`config.mk`:
```
export PLATFORM = sky130hd
export DESIGN_NAME = fault_fsm
export DESIGN_NICKNAME = d
export VERILOG_FILES = /design/src/rtl/fault_fsm.sv
export SDC_FILE = /design/constraint.sdc
export NUM_CORES = 1
export LEC_CHECK = 0
export ABC_AREA = 1
export CORE_MARGIN = 5
export CORE_UTILIZATION = 54
export DETAILED_ROUTE_END_ITERATION = 8
export GPL_TIMING_DRIVEN = 0
export PLACE_DENSITY = 0.78
export SLEW_MARGIN = 30
export SYNTH_ARGS = -nofsm -noshare
export SYNTH_HDL_FRONTEND = slang
export SYNTH_SLANG_ARGS = --single-unit
export TNS_END_PERCENT = 20
```
`constraint.sdc`:
```
create_clock -name clk -period 2 [get_ports clk]
set_input_delay 0.4 -clock clk [delete_from_list [all_inputs] [get_ports clk]]
set_output_delay 0.4 -clock clk [all_outputs]
set_load 0.01 [all_outputs]
```
`src/rtl/fault_fsm.sv`:
```
// Power-stage fault supervisor: per-flag mask and debounce, then NORMAL -> WARNING -> FAULT -> SHUTDOWN
// escalation driven by how long any debounced fault persists.
module fault_fsm #(
  parameter int unsigned DEBOUNCE          = 4,
  parameter int unsigned WARN_TO_FAULT     = 12,
  parameter int unsigned FAULT_TO_SHUTDOWN = 16
) (
  input  logic       clk,
  input  logic       rst,
  input  logic       ov,
  input  logic       uv,
  input  logic       ot,
  input  logic       uc,
  input  logic       mask_ov,
  input  logic       mask_uv,
  input  logic       mask_ot,
  input  logic       mask_uc,
  input  logic       clear_warning,
  output logic [1:0] state,
  output logic       warn,
  output logic       fault,
  output logic       shutdown,
  output logic [2:0] active_fault_id
);

  localparam int unsigned DW     = $clog2(DEBOUNCE + 1);
  localparam int unsigned PMAX   = (WARN_TO_FAULT > FAULT_TO_SHUTDOWN) ? WARN_TO_FAULT : FAULT_TO_SHUTDOWN;
  localparam int unsigned PW     = $clog2(PMAX + 1);

  typedef enum logic [1:0] {
    ST_NORMAL   = 2'd0,
    ST_WARNING  = 2'd1,
    ST_FAULT    = 2'd2,
    ST_SHUTDOWN = 2'd3
  } state_e;

  state_e          state_q, state_d;
  logic [PW-1:0]   pers_q, pers_d, pers_inc;
  logic [2:0]      id_q, id_d;
  logic            warn_q, warn_d, fault_q, fault_d, shut_q, shut_d;
  logic [DW-1:0]   deb_q [4];
  logic [DW-1:0]   deb_d [4];
  logic [3:0]      raw, msk, valid;
  logic            any_valid;
  logic [2:0]      cur_id;

  assign raw = {uc, ot, uv, ov};
  assign msk = {mask_uc, mask_ot, mask_uv, mask_ov};

  always_comb begin
    for (int unsigned i = 0; i < 4; i++) begin
      deb_d[i] = '0;
      if (raw[i] && !msk[i]) begin
        deb_d[i] = (deb_q[i] == DW'(DEBOUNCE)) ? deb_q[i] : deb_q[i] + 1'b1;
      end
      valid[i] = (deb_q[i] == DW'(DEBOUNCE));
    end
  end

  assign any_valid = |valid;

  always_comb begin
    if (valid[0])      cur_id = 3'd1;
    else if (valid[1]) cur_id = 3'd2;
    else if (valid[2]) cur_id = 3'd3;
    else if (valid[3]) cur_id = 3'd4;
    else               cur_id = 3'd0;
  end

  always_ff @(posedge clk) begin
    if (rst) begin
      state_q <= ST_NORMAL;
      pers_q  <= '0;
      id_q    <= '0;
      warn_q  <= 1'b0;
      fault_q <= 1'b0;
      shut_q  <= 1'b0;
      for (int unsigned i = 0; i < 4; i++) deb_q[i] <= '0;
    end else begin
      state_q <= state_d;
      pers_q  <= pers_d;
      id_q    <= id_d;
      warn_q  <= warn_d;
      fault_q <= fault_d;
      shut_q  <= shut_d;
      for (int unsigned i = 0; i < 4; i++) deb_q[i] <= deb_d[i];
    end
  end

  // pers_inc is the count including this cycle; the threshold is hit on the edge it reaches the limit.
  always_comb begin
    state_d  = state_q;
    id_d     = id_q;
    pers_inc = pers_q + 1'b1;
    case (state_q)
      ST_NORMAL: begin
        if (any_valid) begin
          state_d = ST_WARNING;
          id_d    = cur_id;
        end
      end
      ST_WARNING: begin
        if (any_valid) begin
          id_d = cur_id;
          if (pers_inc == PW'(WARN_TO_FAULT)) state_d = ST_FAULT;
        end else if (clear_warning) begin
          state_d = ST_NORMAL;
          id_d    = '0;
        end
      end
      ST_FAULT: begin
        if (any_valid) begin
          if (pers_inc == PW'(FAULT_TO_SHUTDOWN)) state_d = ST_SHUTDOWN;
        end else if (clear_warning) begin
          state_d = ST_NORMAL;
          id_d    = '0;
        end
      end
      default: ;
    endcase
    pers_d = '0;
    if (state_d == state_q && any_valid && (state_q == ST_WARNING || state_q == ST_FAULT)) begin
      pers_d = pers_inc;
    end
  end

  always_comb begin
    warn_d  = (state_d == ST_WARNING);
    fault_d = (state_d == ST_FAULT);
    shut_d  = (state_d == ST_SHUTDOWN);
  end

  assign state           = state_q;
  assign warn            = warn_q;
  assign fault           = fault_q;
  assign shutdown        = shut_q;
  assign active_fault_id = id_q;

endmodule

```
==> results of run 1 <==
registers in the layout (all words and copies together) (netlist names):
| name | count |
|---|---|
| active_fault_id | 3 |
| deb_q | 12 |
| fault | 1 |
| pers_q | 5 |
| shutdown | 1 |
| state | 2 |
| warn | 1 |
cell families (layout without fill, tap and decap cells):
family / after synthesis / after routing / synth area share (%)
AND/OR/NAND/NOR: 86 / 86 / 30.10
adder cells (fa/ha/maj): 14 / 14 / 11.61
XOR/XNOR: 4 / 4 / 2.321
flip-flops: 25 / 25 / 33.17
buffers and inverters: 42 / 65 / 10.94
AO/OA/AOI/OAI: 32 / 32 / 11.86
layer usage:
| metal | vias up | GRT usage, % | routed length (um) |
|---|---|---|---|
| li1 | 691 | - | - |
| met1 | 564 | 18.05 | 1246 |
| met2 | 18 | 26.15 | 1320 |
| met3 | 6 | 2.878 | 80 |
| met4 | 0 | 5.836 | 62 |
| met5 | - | 0 | 0 |
Yosys cell counts:
master	instances
a21oi_1	11
a21oi_2	2
buf_6	1
clkbuf_1	1
dfxtp_1	25
ha_1	14
inv_1	34
inv_2	6
nand2_1	35
nand2_2	10
nand3_1	7
nand3_2	5
nand3_4	1
nand4_1	6
nor2_1	13
nor2_2	1
nor3_1	3
nor3_2	5
o21a_2	1
o21ai_0	15
o21ai_1	1
o21ai_2	1
o311ai_1	1
xor2_1	4
how the worst min path moves through the flow:
stage	endpoint	start	slack [ps]
floorplan	deb_q[0][0]	deb_q[0][0]	450
CTS	active_fault_id[1]	rst	480
global route	deb_q[1][0]	deb_q[1][0]	460
global placement	active_fault_id[2]	active_fault_id[2]	460
detailed placement	active_fault_id[2]	active_fault_id[2]	460
finish	deb_q[1][0]	deb_q[1][0]	450
cells in the final DEF (no fill, tap or decap), drive strengths merged:
master,n
clkinv,1
nand3,13
nor2,14
buf,3
xor2,4
o21ai,17
nand4,6
dfxtp,25
o311ai,1
inv,40
a21oi,13
clkdlybuf4s50,17
ha,14
nand2,45
o21a,1
clkbuf,4
nor3,8
where the power goes:
| group | total (W) | switching [W] | leakage, nW | internal [W] |
|---|---|---|---|---|
| clock | 0.000223 | 0.000148 | 0.0177 | 0.0000748 |
| sequential | 0.000506 | 0.00000345 | 0.203 | 0.000503 |
| combinational | 0.0000432 | 0.0000179 | 0.655 | 0.0000252 |
through the flow:
step	hold slack [ps]	std cells
after floorplan	447.3	203
after global placement	460.9	251
after detailed placement	459.7	251
after CTS	480.8	255
after global routing	461.5	257
final	449.6	257
final cells by class:
type                    count  share of cell area, %
multi-input cells         136                  47.88
flip-flops and latches     25                  28.46
repair buffers             19                  10.45
inverters                  40                  8.616
well taps                  31                  2.189
clock buffers               3                  1.271
plain buffers               2                 0.8475
clock inverters             1                 0.2825
timing repair:
item                                    in CTS  in global routing
endpoints found under the setup margin       0                 10
buffers inserted                             0                  2
resized for setup                            0                  6
==> results.md, run 1 <==
| Item | Value | Unit |
|:---|:---|:---|
| Launching element type of the critical path | flop | - |
| Post-route DRC violation count | 0 | - |
| Placed Instance Area | 0.001718 | mm^2 |
| Pre-CTS setup slack | 174.0 | ps |
| Final period util | 92.05 | % |
| Syn_area_per_cell | 7.433 | um^2 |
| Cell Chain, Critical Path | clkdlybuf4s50_1 | - |
| Number of clock sinks seen by CTS | 25 | - |
| Req. time, crit path | 1600 | ps |
| Min Clock Period, post-route | 1841 | ps |
| Largest stage delay on the critical path | 620 | ps |
| Top-area cell type share of the netlist area | 33.17 | % |
| Hold bufs inserted after CTS | 0 | - |
| Outcome | finished, final reports clean | - |
| Final Net Count | 252 | - |
| Finished Core Util | 65.37 | % |
| Area added between synthesis and finish | 17.41 | % |
| Synthesized instance count | 203 | - |
| I/O pin count | 19 | - |
| Endpoint class of the critical path | output pin | - |
| Unrepaired setup endpoints after global routing | no | - |
| Worst R2R Path Depth | 7 | - |
| Final count of hold timing violations | 0 | - |
| Die X-Extent | 62.86 | um |
| Startpoint-to-endpoint class of the critical path | reg2out | - |
| Detailed Place HPWL | 2150 | um |
| Standby leakage power | 0.8761 | nW |
| Cell depth of the worst hold path | 1 | - |
| Number of max-cap violations | 0 | - |
| CP delay by family, top | buffers and inverters | - |
| Aggregate global-route resource usage | 15.08 | % |
| Net count after synthesis | 228 | - |
| Total stage count of the critical path | 1 | - |
| Filler instances | 257 | - |
| Number of buffer and inverter instances along the worst setup path | 1 | - |
| Crit Reg-Reg Startpoint | state[0] | - |
| Number of placement rows | 19 | - |
| Effective utilization at floorplan | 55.68 | % |
| Total clock buffers created by CTS | 3 | - |
| Critical register-to-register path endpoint | active_fault_id[0] | - |
| Root Buffer | clkbuf_4 | - |
| PD cells | 435.9 | mW/mm^2 |
| Cell at the slowest stage of the critical path | clkdlybuf4s50_1 | - |
| Maximum VDD drop | 0.4268 | mV |
| Sequential cell area fraction in the yosys report | 33.17 | % |
| Final antenna-violating net count | 0 | - |
| Data arrival time of the worst path | 1440 | ps |
| Hold/Removal Path Class | reg2reg | - |
| Final instance area | 0.001772 | mm^2 |
| Via Count | 1279 | - |
| Number of distinct library cells after synthesis | 24 | - |
| Die height | 62.86 | um |
| Number of buffers on the longest clock path | 2 | - |
| Register-to-Register Setup Slack | 220 | ps |
| Diode insertion count for antenna repair | 0 | - |
| Max transition margin | 70.14 | % |
| Cell Area, Synth | 0.001509 | mm^2 |
| Share of post-route cells with drive strength above 1 | 19.47 | % |
| TritonCTS clock tree | yes | - |
| Summed negative setup slack over all endpoints | 0 | ps |
| Clock transition at the register clock pins on the worst setup and hold paths after CTS | 130 | ps |
| Yosys warning total | 0 | - |
| Total Power | 0.0007723 | W |
| Die area | 0.003951 | mm^2 |
| Actual transition at the worst max-transition pin | 440.9 | ps |
| Number of I/O port buffers | 17 | - |
| Area taken by multi-input logic gates | 848.3 | um^2 |
| Final max-slew violation count | 0 | - |
| Leading cell types by total area after synthesis | dfxtp_1, ha_1, nand2_1 | - |
| Global-route wire length before repair | 4988 | um |
| Number of vias per cell | 4.977 | - |
| Clock latency reported for the late side of the worst-skew pair | 310 | ps |
| Largest fanout of any net on the critical path | 7 | - |
| Final setup vio count | 0 | - |
| Register area | 504.2 | um^2 |
| Routed wirelength normalized by instance count | 10.54 | um |
| Htree depth | 1 | - |
| Violation count after the first detailed-route iteration | 56 | - |
| Number of register bits inferred by synthesis | 25 | - |
| Skew final | 1.974 | ps |
| Drt first pass iters | 4 | - |
| Sum of routed wire length over all layers | 2709 | um |
| Via count of the first global-routing pass | 1207 | - |
| Floorplan core area | 0.002710 | mm^2 |
| Overflow left after global routing | 0 | - |
| Setup crit end | state[0] | - |
| Highest Clock Rate | 543.2 | MHz |
| Post-layout worst setup margin | 159.1 | ps |
| Largest area contributor in the synthesized netlist | dfxtp_1 | - |
| Largest net degree at the start of global routing | 15 | - |
| Initial antenna violation count | 0 | - |
| Launch point of the worst path | state[0] | - |
| Gp weighted congestion | 0.7979 | - |
No activity file was read; power rests on OpenSTA's default activity.
==> run 2, diff against run 1 <==
--- a/config.mk
+++ b/config.mk
@@ -7,10 +7,11 @@
 export LEC_CHECK = 0
 export ABC_AREA = 1
 export CORE_MARGIN = 5
-export CORE_UTILIZATION = 54
+export CORE_UTILIZATION = 60
 export DETAILED_ROUTE_END_ITERATION = 8
+export DONT_BUFFER_PORTS = 1
 export GPL_TIMING_DRIVEN = 0
-export PLACE_DENSITY = 0.78
+export PLACE_DENSITY = 0.76
 export SLEW_MARGIN = 30
 export SYNTH_ARGS = -nofsm -noshare
 export SYNTH_HDL_FRONTEND = slang
==> run 2 against run 1 <==
Net effect:
- clock-buffer cell count unchanged
- via count decreased by 3.6%
- core utilization decreased by 0.46 points
- wire length decreased by 2.4%
- first-iteration DRC count increased by 27%
- clock skew increased by 8.4 ps
- fmax decreased by 1.1%
==> results.md, run 2 (synthesis gave the netlist of run 1 again) <==
| Item | Value | Unit |
|:---|:---|:---|
| Endpoint class of the critical path | flop | - |
| Final count of hold timing violations | 0 | - |
| Maximum VDD drop | 0.4427 | mV |
| Critical register-to-register path endpoint | active_fault_id[1] | - |
| Hold Path Origin | mask_uv | - |
| Area added between synthesis and finish | 4.643 | % |
| Register name with the most flops | deb_q | - |
| Final Net Count | 233 | - |
| Die X-Extent | 60.15 | um |
| Number of max-cap violations | 0 | - |
| Data arrival time of the worst path | 2110 | ps |
| Floorplan core area | 0.002432 | mm^2 |
| Post-cts repair resize count | 0 | - |
| Max FFs per register | 12 | - |
| Clock latency reported for the late side of the worst-skew pair | 320 | ps |
| Post-route DRC violation count | 0 | - |
| Highest-count cells in the layout ignoring fill and taps | nand2_1, inv_1, dfxtp_1, o21ai_0 | - |
| Startpoint-to-endpoint class of the critical path | reg2reg | - |
| Overflow left after global routing | 0 | - |
| Hold bufs inserted after CTS | 0 | - |
| Min Clock Period, post-route | 1862 | ps |
| Filler instances | 224 | - |
| Skew final | 10.35 | ps |
| Outcome | finished, final reports clean | - |
| Via Count | 1233 | - |
| Root Buffer | clkbuf_4 | - |
| Highest Clock Rate | 537.0 | MHz |
| Violation count after the first detailed-route iteration | 71 | - |
| I/O pin count | 19 | - |
| Post-CTS setup buffers | 0 | - |
| Die area | 0.003618 | mm^2 |
| Sum of routed wire length over all layers | 2644 | um |
| Routed wirelength normalized by instance count | 11.16 | um |
| Total clock buffers created by CTS | 3 | - |
| Clock transition at the register clock pins on the worst setup and hold paths after CTS | 140 | ps |
| Crit Reg-Reg Startpoint | state[0] | - |
| Unrepaired setup endpoints after global routing | yes | - |
| Global-route wire length before repair | 4892 | um |
| Final setup vio count | 0 | - |
| Cell depth of the worst hold path | 3 | - |
| Diode insertion count for antenna repair | 0 | - |
| Final max-slew violation count | 0 | - |
| Req. time, crit path | 2250 | ps |
| Share of post-route cells with drive strength above 1 | 19.32 | % |
| Worst R2R Path Depth | 7 | - |
| Number of I/O port buffers | 0 | - |
| Number of placement rows | 18 | - |
| Standby leakage power | 0.8014 | nW |
| Finished Core Util | 64.92 | % |
| Gp weighted congestion | 0.8907 | - |
| Drt first pass iters | 5 | - |
| Hold/Removal Path Class | in2reg | - |
| Number of vias per cell | 5.203 | - |
| Actual transition at the worst max-transition pin | 451.0 | ps |
| Initial antenna violation count | 0 | - |
| Final antenna-violating net count | 0 | - |
| Endpoint of the worst hold-timing path | deb_q[1][2] | - |
| TritonCTS clock tree | yes | - |
| Via count of the first global-routing pass | 1216 | - |
| Htree depth | 1 | - |
| Largest fanout of any net on the critical path | 7 | - |
| Final period util | 93.11 | % |
| Max transition margin | 69.46 | % |
| Number of buffers on the longest clock path | 2 | - |
| Most frequent standard cell in the layout excluding fill and tap cells | nand2_1 | - |
| Largest net degree at the start of global routing | 15 | - |
| Worst hold slack | 257.1 | ps |
| Register-to-Register Setup Slack | 140 | ps |
| Aggregate global-route resource usage | 17.22 | % |
| Effective utilization at floorplan | 62.04 | % |
| Number of clock sinks seen by CTS | 25 | - |
| Die height | 60.15 | um |
| Launching element type of the critical path | flop | - |
| Detailed Place HPWL | 2155 | um |
| PD cells | 474.8 | mW/mm^2 |
==> run 2: cell count changes in the layout (fill, tap and decap cells not counted) <==
cell,change
inv_4,-1
inv_2,+1
dfxtp_2,-1
buf_4,-2
nand2_1,+1
clkdlybuf4s50_1,-17
dfxtp_1,+1
nand2_2,-1
==> run 2: how the worst max path moves through the flow <==
| stage | startpoint | endpoint | cells after the start | slack (ps) |
|---|---|---|---|---|
| 6_report | state[0] | active_fault_id[1] | 7 | 140 |
| 5_1_grt | state[0] | active_fault_id[1] | 7 | -7 |
| 4_1_cts | state[0] | active_fault_id[1] | 7 | 140 |
| 3_5_place_dp | deb_q[2][0] | pers_q[1] | 13 | 180 |
| 3_3_place_gp | state[0] | active_fault_id[2] | 7 | 240 |
| 2_1_floorplan | deb_q[2][0] | warn | 13 | 360 |
==> run 2: area by class of cell <==
class	count	area, um^2	share of cell area [%]
clock buffer	3	22.52	1.426
multi-input combinational	136	845.8	53.57
tap	30	37.54	2.377
clock inverter	1	5.005	0.3170
sequential	25	503.0	31.85
buffer	2	15.01	0.9509
inverter	40	150.1	9.509
==> run 2: report_power, final <==
group	internal (W)	switching (W)
clock	0.0000748	0.000147
sequential	0.000503	0.00000388
combinational	0.00000811	0.0000137
==> run 2: worst max-delay path: stages, from the launching register on <==
cell and delay [ps]:
dfxtp_1 550, inv_2 140, ha_1 300, o311ai_1 470
inv_2 70, nand2_1 70, nand2_1 50, a21oi_1 140
==> run 2: stage by stage <==
step | area [um^2] | power [W] | setup WS, ps | setup TNS (ps) | instances
2_1_floorplan | 1509 | 0.0005341 | 364.0 | 0 | 203
3_3_place_gp | 1546 | 0.0005370 | 243.1 | 0 | 233
3_5_place_dp | 1546 | 0.0005393 | 175.3 | 0 | 233
4_1_cts | 1574 | 0.0007602 | 141.2 | 0 | 237
5_1_grt | 1579 | 0.0007867 | -6.868 | -10.44 | 237
6_report | 1579 | 0.0007496 | 137.8 | 0 | 237
==> run 2: layer usage <==
layer	GRT usage [%]	share of wire (%)	routed length, um
met2	31.17	52	1379
met5	0	0	0
met4	4.747	0.53	14
met1	20.05	43	1128
met3	3.888	4.6	121
==> RTL change (flow settings as in run 2) <==
`FAULT_TO_SHUTDOWN`: 16 -> 32.
--- a/src/rtl/fault_fsm.sv
+++ b/src/rtl/fault_fsm.sv
@@ -3,7 +3,7 @@
 module fault_fsm #(
   parameter int unsigned DEBOUNCE          = 4,
   parameter int unsigned WARN_TO_FAULT     = 12,
-  parameter int unsigned FAULT_TO_SHUTDOWN = 16
+  parameter int unsigned FAULT_TO_SHUTDOWN = 32
 ) (
   input  logic       clk,
   input  logic       rst,
Behaviour: same outputs for any inputs over 10 cycles, from zero or initial values and one cycle with rst high; that may be too few to reach the edited logic, so the function may still have changed.
==> RTL change against run 2 <==
Power up 8.6%. Design area up 2.5%. Setup slack worse by 11 ps. Area after synthesis up 1.1%. Largest power group unchanged. Clock skew down 5.6 ps. Non-clock buffer count down 1. Via count up 0.49%. First-iteration DRC count down 9.9%. Highest routed layer unchanged. Routed wire length up 9.4%. Cell count down 1.3%. Critical path type unchanged. Critical path depth up 5. Sequential cell count up 1.
==> RTL change: results (changes against run 2) <==
synth:
  synth_ff_type: "dfxtp_1"  # unchanged
  ys_seq_area_share_pct: 34.13  # was 33.17%
  synth_cell_type_count: 27  # was 24
  synth_fp_nets: 224  # was 228
  netlist_top_cells_count: "inv_1, nand2_1, dfxtp_1, a21oi_1, o21ai_0"  # was nand2_1, inv_1, dfxtp_1, o21ai_0, ha_1
  synth_area_leaders: "dfxtp_1, ha_1, inv_1"  # was dfxtp_1, ha_1, nand2_1
place:
  dpl.hpwl_um: 2278  # was 2155 um
  place_congestion: 0.8537  # was 0.8907
  placed_area_mm2: 0.001563  # was 0.001546 mm2
routing:
  firstDrtPassIters: 4  # was 5
  wire_per_inst_um: 12.36  # was 11.16 um
  drt_iter0_drc: 64  # was 71
  num_vias: 1239  # was 1233
timing:
  fin_worst_skew_ps: 4.768  # was 10.35 ps
  relSlewSlack_pct: 66.10  # was 69.46%
cells_and_area:
  drive_gt1_share_pct: 20.10  # was 19.32%
  regMostFlops: "deb_q"  # unchanged
  fillers: 217  # was 224
  fin_nets: 229  # was 233
clocking:
  cts-root-buf: "clkbuf_4"  # unchanged
  path_clk_slew_ps: 130
global_route:
  met2_usage_pct: 30.71  # was 31.17%
  grt_first_pass_wirelength_um: 4671  # was 4892 um
  grt_pass1_vias: 1122  # was 1216
  grt_use_met1_pct: 18.55  # was 20.05%
  met3_usage_pct: 3.404  # was 3.888%
  track_usage_pct: 16.65  # was 17.22%
status:
  status: "finished, final reports clean"  # unchanged
hold_path:
  hold_class: "in -> reg"  # unchanged
power:
  p_int_mw: 0.6412  # was 0.5855 mW
  p_leak_nw: 0.7773  # was 0.8014 nW
  ir_worst_vdd_mv: 0.5371  # was 0.4427 mV
worst_setup_path:
  cp.arrival_ps: 2090  # was 2110 ps
  cpLargestDelayFamily: "simple AND/OR/NAND/NOR gates"  # was compound AO/OA/AOI/OAI gates
  critical_path.max_stage_delay_ps: 400  # was 550 ps
RTL change: area by class of cell:
type	count	area, um2	share of cell area, %
multi-input combinational	133	860.8	53.17
sequential	26	530.5	32.77
inverter	40	150.1	9.274
tap	30	37.54	2.318
clock buffer	4	36.28	2.241
buffer	1	3.754	0.2318
RTL change: timing repair:
item                       in CTS  in global routing
buffers inserted                0                  0
hold endpoints to repair        0                  0
gates resized for setup         0                 11
setup endpoints to repair       0                 13
RTL change: power by group through the flow:
stage	Sequential [mW]	Clock, mW	Combinational, mW
6_report	0.525	0.266	0.0230
5_1_grt	0.526	0.303	0.0274
4_1_cts	0.526	0.278	0.0228
3_5_place_dp	0.538	0	0.0227
3_3_place_gp	0.537	0	0.0208
2_1_floorplan	0.537	0	0.0181
RTL change: worst register-to-register path, stage by stage (launching register included):
cell and delay (ps):
dfxtp_1 400, inv_1 60, ha_1 190, nand2_1 140
nand2_2 120, nor2_4 200, nand2_1 90, a21oi_2 180
nand3_2 120, o21ai_2 110, inv_2 60, nand2_1 70
nor2_2 30
RTL change: kinds of logic after synthesis:
family / Yosys count / share of synthesized area, %
buf+inv: 41 / 10.09
compound gates: 34 / 11.81
simple gates: 81 / 30.43
xor+xnor: 5 / 2.871
flops: 26 / 34.13
fa+ha+maj: 13 / 10.66
RTL change: worst paths after layout:
check                              endpoint         from  depth (start not counted)  slack [ps]
worst min-delay path            deb_q[1][0]      mask_uv                          3         260
worst max-delay path                   warn  deb_q[1][0]                         12         130
worst min register to register  deb_q[0][0]  deb_q[0][0]                          1         450
worst max register to register         warn  deb_q[1][0]                         12         130
RTL change: per-layer routing:
layer	share of wire, %	vias to the layer above
met5	0	-
met4	1.9	0
met3	3.4	7
met2	53	20
met1	41	565
li1	-	647
RTL change: per-stage QoR:
step	hold WS, ps	std cells	worst slack (ps)
after floorplan	447.3	200	290.2
after global placement	457.4	230	101.1
after detailed placement	473.7	230	34.33
after CTS	257.6	234	25.46
after global routing	241.3	234	-12.25
final	263.4	234	127.0
